**src/rtl/rggen_register_access_arbiter.sv**
```systemverilog
// Round-robin arbiter sharing one register-bus channel between NUM_MASTERS requesters.
// The winner holds the downstream bus until ready or an optional timeout abort.
module rggen_register_access_arbiter #(
  parameter int NUM_MASTERS   = 2,
  parameter int ADDRESS_WIDTH = 8,
  parameter int BUS_WIDTH     = 32,
  parameter int TIMEOUT       = 16
)(
  input  logic                                   i_clk,
  input  logic                                   i_rst,
  input  logic [NUM_MASTERS-1:0]                 i_req_valid,
  input  logic [NUM_MASTERS-1:0]                 i_req_write,
  input  logic [NUM_MASTERS*ADDRESS_WIDTH-1:0]   i_req_address,
  input  logic [NUM_MASTERS*BUS_WIDTH-1:0]       i_req_write_data,
  input  logic [NUM_MASTERS*BUS_WIDTH/8-1:0]     i_req_strobe,
  output logic [NUM_MASTERS-1:0]                 o_req_ready,
  output logic [1:0]                             o_rsp_status,
  output logic [BUS_WIDTH-1:0]                   o_rsp_read_data,
  output logic [NUM_MASTERS-1:0]                 o_grant,
  output logic                                   o_bus_valid,
  output logic                                   o_bus_write,
  output logic [ADDRESS_WIDTH-1:0]               o_bus_address,
  output logic [BUS_WIDTH-1:0]                   o_bus_write_data,
  output logic [BUS_WIDTH/8-1:0]                 o_bus_strobe,
  input  logic                                   i_bus_ready,
  input  logic [1:0]                             i_bus_status,
  input  logic [BUS_WIDTH-1:0]                   i_bus_read_data
);
  localparam int AW = ADDRESS_WIDTH;
  localparam int BW = BUS_WIDTH;
  localparam int SW = BUS_WIDTH / 8;
  localparam int IW = $clog2(NUM_MASTERS);

  typedef enum logic {IDLE, BUSY} state_e;

  typedef struct packed {
    logic          write;
    logic [AW-1:0] address;
    logic [BW-1:0] write_data;
    logic [SW-1:0] strobe;
  } req_t;

  state_e                  state;
  req_t [NUM_MASTERS-1:0]  req;
  logic [IW-1:0]           last_grant;
  logic [IW-1:0]           grant_idx;
  logic [IW-1:0]           win_idx;
  logic                    win_found;
  logic                    done;
  logic                    timeout_hit;
  logic                    finish;

  for (genvar m = 0; m < NUM_MASTERS; m++) begin : g_req
    assign req[m] = {i_req_write[m], i_req_address[AW*m +: AW],
                     i_req_write_data[BW*m +: BW], i_req_strobe[SW*m +: SW]};
  end

  // Search starts one past the previous owner, so the previous owner is last in line.
  always_comb begin
    logic [IW-1:0] idx;
    idx       = '0;
    win_idx   = '0;
    win_found = 1'b0;
    for (int k = 1; k <= NUM_MASTERS; k++) begin
      idx = IW'((int'(last_grant) + k) % NUM_MASTERS);
      if (!win_found && i_req_valid[idx]) begin
        win_found = 1'b1;
        win_idx   = idx;
      end
    end
  end

  if (TIMEOUT > 0) begin : g_timeout
    localparam int CW = (TIMEOUT > 1) ? $clog2(TIMEOUT) : 1;
    logic [CW-1:0] to_cnt;

    always_ff @(posedge i_clk) begin
      if (i_rst || state == IDLE) to_cnt <= '0;
      else if (!i_bus_ready)      to_cnt <= to_cnt + 1'b1;
    end

    assign timeout_hit = (state == BUSY) && !i_bus_ready && (to_cnt == CW'(TIMEOUT - 1));
  end else begin : g_no_timeout
    assign timeout_hit = 1'b0;
  end

  assign done   = (state == BUSY) && i_bus_ready;
  assign finish = done || timeout_hit;

  // Bus ready takes precedence over an abort landing in the same cycle.
  assign o_req_ready     = finish ? o_grant : '0;
  assign o_rsp_status    = done ? i_bus_status : (timeout_hit ? 2'b11 : 2'b00);
  assign o_rsp_read_data = done ? i_bus_read_data : '0;

  always_ff @(posedge i_clk) begin
    if (i_rst) begin
      state            <= IDLE;
      o_grant          <= '0;
      o_bus_valid      <= 1'b0;
      o_bus_write      <= 1'b0;
      o_bus_address    <= '0;
      o_bus_write_data <= '0;
      o_bus_strobe     <= '0;
      grant_idx        <= '0;
      last_grant       <= IW'(NUM_MASTERS - 1);
    end else begin
      unique case (state)
        IDLE: if (win_found) begin
          state            <= BUSY;
          o_grant          <= (NUM_MASTERS)'(1) << win_idx;
          grant_idx        <= win_idx;
          o_bus_valid      <= 1'b1;
          o_bus_write      <= req[win_idx].write;
          o_bus_address    <= req[win_idx].address;
          o_bus_write_data <= req[win_idx].write_data;
          o_bus_strobe     <= req[win_idx].strobe;
        end
        BUSY: if (finish) begin
          state            <= IDLE;
          o_grant          <= '0;
          o_bus_valid      <= 1'b0;
          o_bus_write      <= 1'b0;
          o_bus_address    <= '0;
          o_bus_write_data <= '0;
          o_bus_strobe     <= '0;
          last_grant       <= grant_idx;
        end
      endcase
    end
  end

endmodule

```
**config.mk**
```make
export PLATFORM = sky130hd
export DESIGN_NAME = rggen_register_access_arbiter
export DESIGN_NICKNAME = d
export VERILOG_FILES = /design/src/rtl/rggen_register_access_arbiter.sv
export SDC_FILE = /design/constraint.sdc
export NUM_CORES = 1
export LEC_CHECK = 0
export ABC_CLOCK_PERIOD_IN_PS = 3500
export CAP_MARGIN = 20
export CORE_UTILIZATION = 36
export DETAILED_ROUTE_END_ITERATION = 7
export GPL_TIMING_DRIVEN = 1
export PLACE_DENSITY = 0.87
export SLEW_MARGIN = 20
export SYNTH_ARGS = -nofsm -noshare
export SYNTH_HDL_FRONTEND = slang
export SYNTH_SLANG_ARGS = --single-unit
```
**constraint.sdc**
```tcl
create_clock -name i_clk -period 3.5 [get_ports i_clk]
set_clock_uncertainty 0.15 [all_clocks]
set_input_delay 0.525 -clock i_clk [delete_from_list [all_inputs] [get_ports i_clk]]
set_output_delay 0.525 -clock i_clk [all_outputs]
set_load 0.01 [all_outputs]
```
==> flow_summary.json, run 1 <==
{
  "run_status": "finished, final reports clean",
  "drt_iter0_drc": 104,
  "synth_edf_count": 0,
  "worstPathRequired_ns": 2.82,
  "slew_headroom_pct": 52.8,
  "hold_path_class": "flop to flop",
  "crit_start": "i_bus_ready",
  "most_frequent_cp_cell": "sky130_fd_sc_hd__clkdlybuf4s50_1",
  "yosys_register_bits": 55,
  "grt_usage_pct": 23.5,
  "setup_viol_count_final": 0,
  "post_cts.repair.setup_buffers": 0,
  "die_height_um": 88.1,
  "instances_no_fill": 545,
  "clk_slew_on_worst_s_h_paths_ns": 0.11,
  "ys.warnings.count": 0,
  "worstSetupEndpointType": "output port",
  "worst_path_largest_cell_delay_ns": 0.72,
  "setup.worst_path.start_class": "input pin",
  "critical_path_arrival_ns": 2.32,
  "cts.sinks": 55,
  "synthCells": 251,
  "final.setup.tns_ns": 0,
  "drt.antenna.violating_nets": 0,
  "cts-buffers-inserted": 5,
  "post_cts_resize_count": 0,
  "vias_per_cell": 5.44,
  "grt_setup_unrepaired": "no",
  "number_of_global_route_vias_before_repair": 2877,
  "layout.core_utilization_pct": 68.3,
  "grt_first_pass_wirelength_um": 14400,
  "post-route-min-period_ns": 2.99,
  "power_frac_comb_pct": 32.3,
  "r2r-end": "o_bus_strobe[3]",
  "fp.dieW_um": 88.1,
  "vias": 2965,
  "synth.yosys.seq_area_share_pct": 41.2,
  "clock_tree.htree_level_count": 2,
  "drive_above_1_share_pct": 15.2,
  "maximum_frequency_from_static_timing_analysis_mhz": 334,
  "starting_density_of_the_core_pct": 37.0,
  "antenna_violations_before_repair": 0,
  "synthFlopType": "sky130_fd_sc_hd__dfxtp_1",
  "asyncSetResetFlopFracSynth_pct": 0,
  "path_max_fanout": 29,
  "r2r_setup_slack_ns": 1.57,
  "i_o_pin_count": 213,
  "whs_path_depth": 1,
  "syn-num-nets": 381,
  "holdCritStartpoint": "o_bus_valid",
  "finalNetCount": 575,
  "p_seq_share_pct": 44.7,
  "cellLeakagePower_nw": 1.87,
  "drt-pass1-iter-count": 6,
  "cts_buffer_depth": 2,
  "reg_to_reg_critical_path_startpoint": "last_grant",
  "hpwl_um": 6930,
  "crit_type": "input pin to output port",
  "switchingPower_mw": 0.446,
  "timing.max_cap.violations": 0,
  "reg2regPathDepth": 4,
  "vdd_ir_drop_max_mv": 0.151,
  "cts_root_buffer": "sky130_fd_sc_hd__clkbuf_8",
  "clock_insertion_delay_worst_skew_ns": 0.30,
  "placement_rows": 31,
  "power_per_cell_area_mw_per_mm2": 326,
  "switching_share_pct": 27.8,
  "hold_viol_final": 0,
  "routed_len_inst_um": 17.6,
  "core_sq_mm": 0.00721,
  "post_layout_power_mw": 1.61,
  "final_min_period_over_clock_period_pct": 85.4,
  "place.detailed.instances": 537,
  "cts_tree": "built",
  "die_ar_sq_mm": 0.00777,
  "cts_hold_buf": 0,
  "routed_wl_um": 9580,
  "grt_overflow_total": 0,
  "worst_pin_slew_ns": 0.708,
  "critical_path.slowest_cell": "sky130_fd_sc_hd__clkdlybuf4s50_1",
  "syn-mean-instance-area_sq_um": 10.6,
  "drc": 0,
  "place_congestion": 0.747,
  "post_synth_num_cell_types": 38,
  "mappedNetlistArea_sq_mm": 0.00267,
  "num_antenna_cells": 0,
  "areaGrowthSynthToFinish_pct": 84.5,
  "power.share.clock_pct": 22.9,
  "p_int_mw": 1.16,
  "place.port_buffers": 212,
  "timing.hold.worst_endpoint": "o_bus_valid",
  "slew_viol_final": 0,
  "crit_path_cell_trace": "clkdlybuf4s50_1 -> buf_4 -> and3_1 -> clkdlybuf4s50_1",
  "largest_net_degree_at_the_start_of_global_routing": 36
}
[worst max-delay path, delay by kind of cell]
family	cells	cell delay, ns
buf+inv	3	1.59
simple gates	1	0.19
[cell usage after synthesis, drive strengths merged (2+ instances only)]
cell type	number	area, sq um
a221o	45	499
nor3	2	10.0
and3	34	215
clkbuf	13	48.8
a21boi	2	15.0
a21oi	4	20.0
nand3b	2	15.0
nand2	2	7.51
nor2b	2	12.5
dfxtp	55	1100
xor2	2	17.5
nor2	5	18.8
buf	21	138
nor4b	44	385
a31o	2	26.3
[flip-flops by register name, indices dropped and copies added, names as in the netlist]
name              count
o_bus_write_data     32
o_bus_address         8
g_timeout.to_cnt      4
o_bus_strobe          4
o_grant               2
grant_idx             1
last_grant            1
o_bus_valid           1
o_bus_write           1
state                 1
[worst max path at each step]
| stage | endpoint | slack, ns | cells after the start |
|---|---|---|---|
| 2_1_floorplan | o_rsp_status[0] | 1.59 | 3 |
| 3_3_place_gp | o_rsp_read_data[9] | 0.57 | 4 |
| 3_5_place_dp | o_rsp_read_data[7] | 0.53 | 4 |
| 4_1_cts | o_rsp_read_data[7] | 0.53 | 4 |
| 5_1_grt | o_rsp_read_data[4] | 0.44 | 4 |
| 6_report | o_rsp_read_data[9] | 0.51 | 4 |
[kinds of logic (layout without fill, tap and decap cells)]
| logic type | count (synthesis) | count (layout) | synth area share, % |
|---|---|---|---|
| AND/OR/NAND/NOR | 96 | 96 | 26.1 |
| AO/OA/AOI/OAI | 60 | 60 | 23.7 |
| flip-flops | 55 | 55 | 41.2 |
| buffers and inverters | 35 | 230 | 7.12 |
| XOR/XNOR | 3 | 3 | 0.984 |
| adder cells (fa/ha/maj) | 1 | 1 | 0.468 |
| multiplexers | 1 | 1 | 0.375 |
[routing by layer]
| metal | track usage [%] | wire (um) | up-vias |
|---|---|---|---|
| li1 | - | - | 1402 |
| met1 | 29.1 | 4020 | 1424 |
| met2 | 41.4 | 4740 | 118 |
| met3 | 4.24 | 617 | 21 |
| met4 | 7.48 | 207 | 0 |
| met5 | 0 | 0 | - |
[area by class of cell]
class,count,area [sq um]
Fill cell,594,2280
Timing Repair Buffer,221,2200
Multi-Input combinational cell,161,1410
Sequential cell,55,1100
Tap cell,99,124
Clock buffer,5,68.8
Clock inverter,3,27.5
Inverter,1,3.75
[layout by cell type (no fill, tap or decap), types with 4 or more instances in the layout]
cell type                         count
sky130_fd_sc_hd__clkdlybuf4s50_1    211
sky130_fd_sc_hd__dfxtp_1             55
sky130_fd_sc_hd__nor4b_1             44
sky130_fd_sc_hd__a221o_2             39
sky130_fd_sc_hd__and3_1              32
sky130_fd_sc_hd__buf_4                8
sky130_fd_sc_hd__a221o_1              6
sky130_fd_sc_hd__nor2_1               5
sky130_fd_sc_hd__clkbuf_8             5
sky130_fd_sc_hd__a21oi_1              4
[through the flow]
step / instance area [sq um] / setup WS (ns) / hold slack, ns
floorplan: 2670 / 1.59 / 0.323
global placement: 4810 / 0.570 / 0.297
detailed placement: 4830 / 0.535 / 0.306
CTS: 4930 / 0.531 / 0.336
global route: 4930 / 0.440 / 0.357
finish: 4930 / 0.510 / 0.340
[power by group through the flow]
stage	logic (mW)	clock network (mW)	registers, mW
CTS	0.521	0.385	0.719
global route	0.551	0.410	0.726
floorplan	0.183	0	0.752
finish	0.519	0.369	0.719
detailed placement	0.518	0	0.732
global placement	0.505	0	0.730
Note: power is estimated with default switching activity, not from simulation.
==> run 2, diff against run 1 <==
--- a/config.mk
+++ b/config.mk
@@ -5,12 +5,13 @@
 export SDC_FILE = /design/constraint.sdc
 export NUM_CORES = 1
 export LEC_CHECK = 0
-export ABC_CLOCK_PERIOD_IN_PS = 3500
+export ABC_CLOCK_PERIOD_IN_PS = 2500
 export CAP_MARGIN = 20
-export CORE_UTILIZATION = 36
+export CORE_UTILIZATION = 30
+export CTS_BUF_LIST = sky130_fd_sc_hd__clkbuf_8 sky130_fd_sc_hd__clkbuf_16
 export DETAILED_ROUTE_END_ITERATION = 7
 export GPL_TIMING_DRIVEN = 1
-export PLACE_DENSITY = 0.87
+export PLACE_DENSITY = 0.77
 export SLEW_MARGIN = 20
 export SYNTH_ARGS = -nofsm -noshare
 export SYNTH_HDL_FRONTEND = slang
==> constraint.sdc (replaced) <==
create_clock -name i_clk -period 2.5 [get_ports i_clk]
set_clock_uncertainty 0.15 [all_clocks]
set_input_delay 0.375 -clock i_clk [delete_from_list [all_inputs] [get_ports i_clk]]
set_output_delay 0.375 -clock i_clk [all_outputs]
set_load 0.005 [all_outputs]
==> run 2 against run 1 <==
- first-iteration DRC count is 2.9% higher
- worst hold slack better by 0.0018 ns
- worst setup slack worse by 0.40 ns
- die area is 20% higher
- critical endpoint is now o_rsp_status[1]
==> flow_summary.json, run 2 (synthesis gave the netlist of run 1 again) <==
{
  "hold_path_class": "flop to flop",
  "hold_viol_final": 0,
  "critical_path_arrival_ns": 1.86,
  "place.detailed.instances": 550,
  "num_antenna_cells": 0,
  "drt_iter0_drc": 107,
  "layout.core_utilization_pct": 58.1,
  "fp.dieW_um": 96.4,
  "antenna_violations_before_repair": 0,
  "cts_root_buffer": "sky130_fd_sc_hd__clkbuf_8",
  "clock_tree.htree_level_count": 2,
  "run_status": "finished, final reports clean",
  "drt-pass1-iter-count": 4,
  "grt_usage_pct": 19.3,
  "regMostFlops": "o_bus_write_data",
  "timing.max_cap.violations": 0,
  "vias_per_cell": 5.29,
  "i_o_pin_count": 213,
  "routed_wl_um": 9750,
  "vdd_ir_drop_max_mv": 0.254,
  "final.setup.tns_ns": 0,
  "grt_overflow_total": 0,
  "dpl_cell_area_sq_mm": 0.00490,
  "critPathBufInv": 1,
  "cts_hold_buf": 0,
  "crit_type": "flop to output port",
  "cellLeakagePower_nw": 1.93,
  "clock_insertion_delay_worst_skew_ns": 0.29,
  "areaGrowthSynthToFinish_pct": 88.7,
  "worst_path_largest_cell_delay_ns": 0.51,
  "sequential_cell_area_sq_mm": 0.00111,
  "r2r_setup_slack_ns": 0.73,
  "drc": 0,
  "fin_area_sq_mm": 0.00504,
  "cts-buffers-inserted": 5,
  "cts_tree": "built",
  "post_cts.repair.setup_buffers": 0,
  "post-route-min-period_ns": 2.39,
  "mostFrequentLayoutCells": "209 x sky130_fd_sc_hd__clkdlybuf4s50_1, 52 x sky130_fd_sc_hd__dfxtp_1, 44 x sky130_fd_sc_hd__nor4b_1",
  "instances_no_fill": 558,
  "multi_input_area_sq_mm": 0.00142,
  "grt_setup_unrepaired": "no",
  "slew_viol_final": 0,
  "die_height_um": 96.4,
  "commonest_non_fill_non_tap_cell_in_the_layout": "sky130_fd_sc_hd__clkdlybuf4s50_1",
  "drt.antenna.violating_nets": 0,
  "path_max_fanout": 3,
  "crit_family": "buffers and inverters",
  "place_congestion": 0.707,
  "core_sq_mm": 0.00868,
  "maximum_frequency_from_static_timing_analysis_mhz": 419,
  "largest_net_degree_at_the_start_of_global_routing": 50,
  "placement_rows": 34,
  "clk_slew_on_worst_s_h_paths_ns": 0.09,
  "worstPathRequired_ns": 1.98,
  "vias": 2951,
  "grt_first_pass_wirelength_um": 14100,
  "biggest_regs": "o_bus_write_data (32), o_bus_address (8)",
  "cts.sinks": 55,
  "final_min_period_over_clock_period_pct": 95.5,
  "largest_register_ffs": 32,
  "hpwl_um": 6950,
  "drive_above_1_share_pct": 16.9,
  "crit_path_cell_trace": "ha_4 -> nand3_1 -> or2_2 -> a21oi_1 -> clkdlybuf4s50_1",
  "setup.worst_path.start_class": "flop",
  "cts_buffer_depth": 2,
  "setup_viol_count_final": 0,
  "routed_len_inst_um": 17.5,
  "die_ar_sq_mm": 0.00929,
  "worstSetupEndpointType": "output port",
  "finalNetCount": 579,
  "power_per_cell_area_mw_per_mm2": 456,
  "critical_path.slowest_cell": "sky130_fd_sc_hd__clkdlybuf4s50_1",
  "number_of_global_route_vias_before_repair": 2848,
  "starting_density_of_the_core_pct": 30.8,
  "place.port_buffers": 212,
  "num-fill-cells": 779,
  "slew_headroom_pct": 73.2,
  "worst_pin_slew_ns": 0.396
}
-- run 2: per-layer routing --
metal	up-vias	part of all wire, %	global-route usage (%)
met2	119	51	35.0
met1	1415	40	22.7
met5	-	0	0
met4	0	1.3	4.78
met3	12	7.8	4.34
li1	1405	-	-
-- run 2: final timing paths --
kind / from / to / cells after the start
worst min register to register: o_bus_valid / o_bus_valid / 1
worst min-delay path: o_bus_valid / o_bus_valid / 1
worst max-delay path: g_timeout.to_cnt[0] / o_rsp_status[1] / 5
worst max register to register: state / o_bus_write_data[18] / 5
-- run 2: power by group --
group          internal [mW]  switching, mW
combinational          0.471          0.233
clock                  0.299          0.289
sequential             0.957         0.0487
-- run 2: final cells by class --
cell class              instances  share of cell area (%)
flip-flops and latches         55                    22.0
multi-input cells             161                    28.2
clock buffers                   5                    1.37
inverters                       1                  0.0745
repair buffers                225                    44.9
well taps                     108                    2.68
clock inverters                 3                   0.869
-- run 2: repair_timing --
item | in CTS | in global routing
gates resized for setup | 2 | 7
hold endpoints to repair | 0 | 0
setup endpoints to repair | 2 | 30
-- run 2: metrics by stage --
| step | total power, mW | worst slack [ns] | hold WS, ns |
|---|---|---|---|
| after floorplan | 1.27 | 0.740 | 0.306 |
| after global placement | 1.72 | 0.0400 | 0.309 |
| after detailed placement | 1.73 | 0.0151 | 0.311 |
| after CTS | 2.33 | 0.00176 | 0.341 |
| after global routing | 2.41 | 0.00467 | 0.365 |
| final | 2.30 | 0.113 | 0.342 |
==> run 3, diff against run 2 <==
--- a/config.mk
+++ b/config.mk
@@ -11,8 +11,9 @@
 export CTS_BUF_LIST = sky130_fd_sc_hd__clkbuf_8 sky130_fd_sc_hd__clkbuf_16
 export DETAILED_ROUTE_END_ITERATION = 7
 export GPL_TIMING_DRIVEN = 1
+export MAX_ROUTING_LAYER = met4
 export PLACE_DENSITY = 0.77
-export SLEW_MARGIN = 20
+export SLEW_MARGIN = 15
 export SYNTH_ARGS = -nofsm -noshare
 export SYNTH_HDL_FRONTEND = slang
 export SYNTH_SLANG_ARGS = --single-unit
==> run 3 against run 2 <==
- clock-buffer cell count did not move
- non-clock buffer count did not move
- cell count did not move
- via count fell by 0.20%
- core utilization did not move
- fmax barely moved
- total power barely moved
- largest power group unchanged
==> flow_summary.json, run 3 (synthesis gave the netlist of run 1 again) <==
{
  "run_status": "finished, final reports clean",
  "grt_overflow_total": 0,
  "crit_type": "flop to output port",
  "hpwl_um": 6950,
  "setup_viol_count_final": 0,
  "grt_setup_unrepaired": "no",
  "post_cts.repair.setup_buffers": 0,
  "core_sq_mm": 0.00868,
  "reg2regPathDepth": 5,
  "vias": 2945,
  "clk_slew_on_worst_s_h_paths_ns": 0.09,
  "final.setup.tns_ns": 0,
  "hold_viol_final": 0,
  "commonest_non_fill_non_tap_cell_in_the_layout": "sky130_fd_sc_hd__clkdlybuf4s50_1",
  "fin_area_sq_mm": 0.00504,
  "crit_path_cell_trace": "ha_4 -> nand3_1 -> or2_2 -> a21oi_1 -> clkdlybuf4s50_1",
  "die_ar_sq_mm": 0.00929,
  "whs_path_depth": 1,
  "cts.sinks": 55,
  "dpl_cell_area_sq_mm": 0.00490,
  "regMostFlops": "o_bus_write_data",
  "worst_path_largest_cell_delay_ns": 0.51,
  "cts_buffer_depth": 2,
  "cts_tree": "built",
  "cellLeakagePower_nw": 1.93,
  "clock_insertion_delay_worst_skew_ns": 0.29,
  "number_of_global_route_vias_before_repair": 2848,
  "clock_tree.htree_level_count": 2,
  "mostFrequentLayoutCells": "209 x sky130_fd_sc_hd__clkdlybuf4s50_1, 52 x sky130_fd_sc_hd__dfxtp_1, 44 x sky130_fd_sc_hd__nor4b_1",
  "i_o_pin_count": 213,
  "drt_iter0_drc": 116,
  "switchingPower_mw": 0.571,
  "worstSetupEndpointType": "output port",
  "die_height_um": 96.4,
  "drc": 0,
  "grt_usage_pct": 19.8,
  "power_per_cell_area_mw_per_mm2": 456,
  "switching_share_pct": 24.9,
  "cts-buffers-inserted": 5,
  "slew_headroom_pct": 73.4,
  "r2r_setup_slack_ns": 0.73,
  "vdd_ir_drop_max_mv": 0.254,
  "post-route-min-period_ns": 2.39,
  "routed_len_inst_um": 17.4,
  "grt_first_pass_wirelength_um": 14100,
  "reg_to_reg_critical_path_startpoint": "state",
  "hold_slack_ns": 0.343,
  "p_int_mw": 1.73,
  "critical_path.slowest_cell": "sky130_fd_sc_hd__clkdlybuf4s50_1",
  "drt.antenna.violating_nets": 0,
  "placement_rows": 34,
  "worst_pin_slew_ns": 0.394,
  "power.share.clock_pct": 25.6,
  "areaGrowthSynthToFinish_pct": 88.7,
  "place.port_buffers": 212,
  "critical_path_arrival_ns": 1.86,
  "starting_density_of_the_core_pct": 30.8,
  "cts_hold_buf": 0,
  "num_antenna_cells": 0,
  "routed_wl_um": 9700,
  "hold_path_class": "flop to flop",
  "path_max_fanout": 3,
  "drt-pass1-iter-count": 5,
  "cts_root_buffer": "sky130_fd_sc_hd__clkbuf_8",
  "final_min_period_over_clock_period_pct": 95.5,
  "finalNetCount": 579,
  "maximum_frequency_from_static_timing_analysis_mhz": 419,
  "timing.max_cap.violations": 0,
  "drive_above_1_share_pct": 16.9,
  "holdCritStartpoint": "o_bus_valid",
  "p_seq_share_pct": 43.8,
  "r2r-end": "o_bus_write_data[18]",
  "pre_cts_slack_ns": 0.0151,
  "largest_net_degree_at_the_start_of_global_routing": 50,
  "setup.worst_path.start_class": "flop",
  "power_frac_comb_pct": 30.6,
  "biggest_regs": "o_bus_write_data (32), o_bus_address (8)",
  "slew_viol_final": 0,
  "postLayoutSetupSlackWorst_ns": 0.112,
  "largest_register_ffs": 32,
  "timing.hold.worst_endpoint": "o_bus_valid",
  "layout.core_utilization_pct": 58.1,
  "vias_per_cell": 5.28,
  "fp.dieW_um": 96.4,
  "place_congestion": 0.715,
  "worstPathRequired_ns": 1.98,
  "antenna_violations_before_repair": 0
}
==> run 3: cell counts in the layout (fill, tap and decap cells not counted) <==
No cell type changed its count.
==> run 3: worst max-delay path by stage <==
| stage | start | to | depth (start not counted) |
|---|---|---|---|
| after floorplan | g_timeout.to_cnt[0] | o_bus_write_data[10] | 5 |
| after global placement | i_bus_ready | o_rsp_read_data[4] | 4 |
| after detailed placement | i_bus_ready | o_rsp_read_data[5] | 4 |
| after CTS | g_timeout.to_cnt[1] | o_rsp_status[1] | 5 |
| after global routing | g_timeout.to_cnt[0] | o_rsp_status[1] | 5 |
| final | g_timeout.to_cnt[0] | o_rsp_status[1] | 5 |
==> run 3: final cells by class <==
type                    instances  area, sq um
clock buffers                   5         68.8
repair buffers                225         2260
well taps                     108          135
multi-input cells             161         1420
flip-flops and latches         55         1110
fillers                       779         3640
clock inverters                 3         43.8
inverters                       1         3.75
==> run 3: stage by stage <==
stage               std cells  power (mW)
floorplan                 251        1.27
CTS                       558        2.33
finish                    558        2.30
detailed placement        550        1.73
global placement          550        1.72
global route              558        2.41
==> run 3: critical path: cells and delay by family, from the launching register on <==
kind | cells | cell delay [ns]
buffers and inverters | 1 | 0.51
and+or+nand+nor | 2 | 0.39
DFF | 1 | 0.38
adders and majority gates | 1 | 0.15
AOI/OAI and AO/OA | 1 | 0.14
==> run 3: layer usage <==
layer,up-vias,wire length [um],track usage (%)
li1,1406,-,-
met1,1397,3980,23.2
met2,130,4870,35.2
met3,12,742,3.87
met4,0,108,4.29
met5,-,0,-
==> run 3: repair_timing <==
item                                    in CTS  in global routing
endpoints found under the setup margin       2                 30
pin swaps                                    0                  0
gates resized for setup                      2                  7
==> run 3: power groups by stage <==
stage | Clock [mW] | Combinational (mW) | Sequential, mW
3_5_place_dp | 0 | 0.702 | 1.02
6_report | 0.589 | 0.703 | 1.01
2_1_floorplan | 0 | 0.248 | 1.02
4_1_cts | 0.620 | 0.706 | 1.01
3_3_place_gp | 0 | 0.693 | 1.02
5_1_grt | 0.641 | 0.749 | 1.02
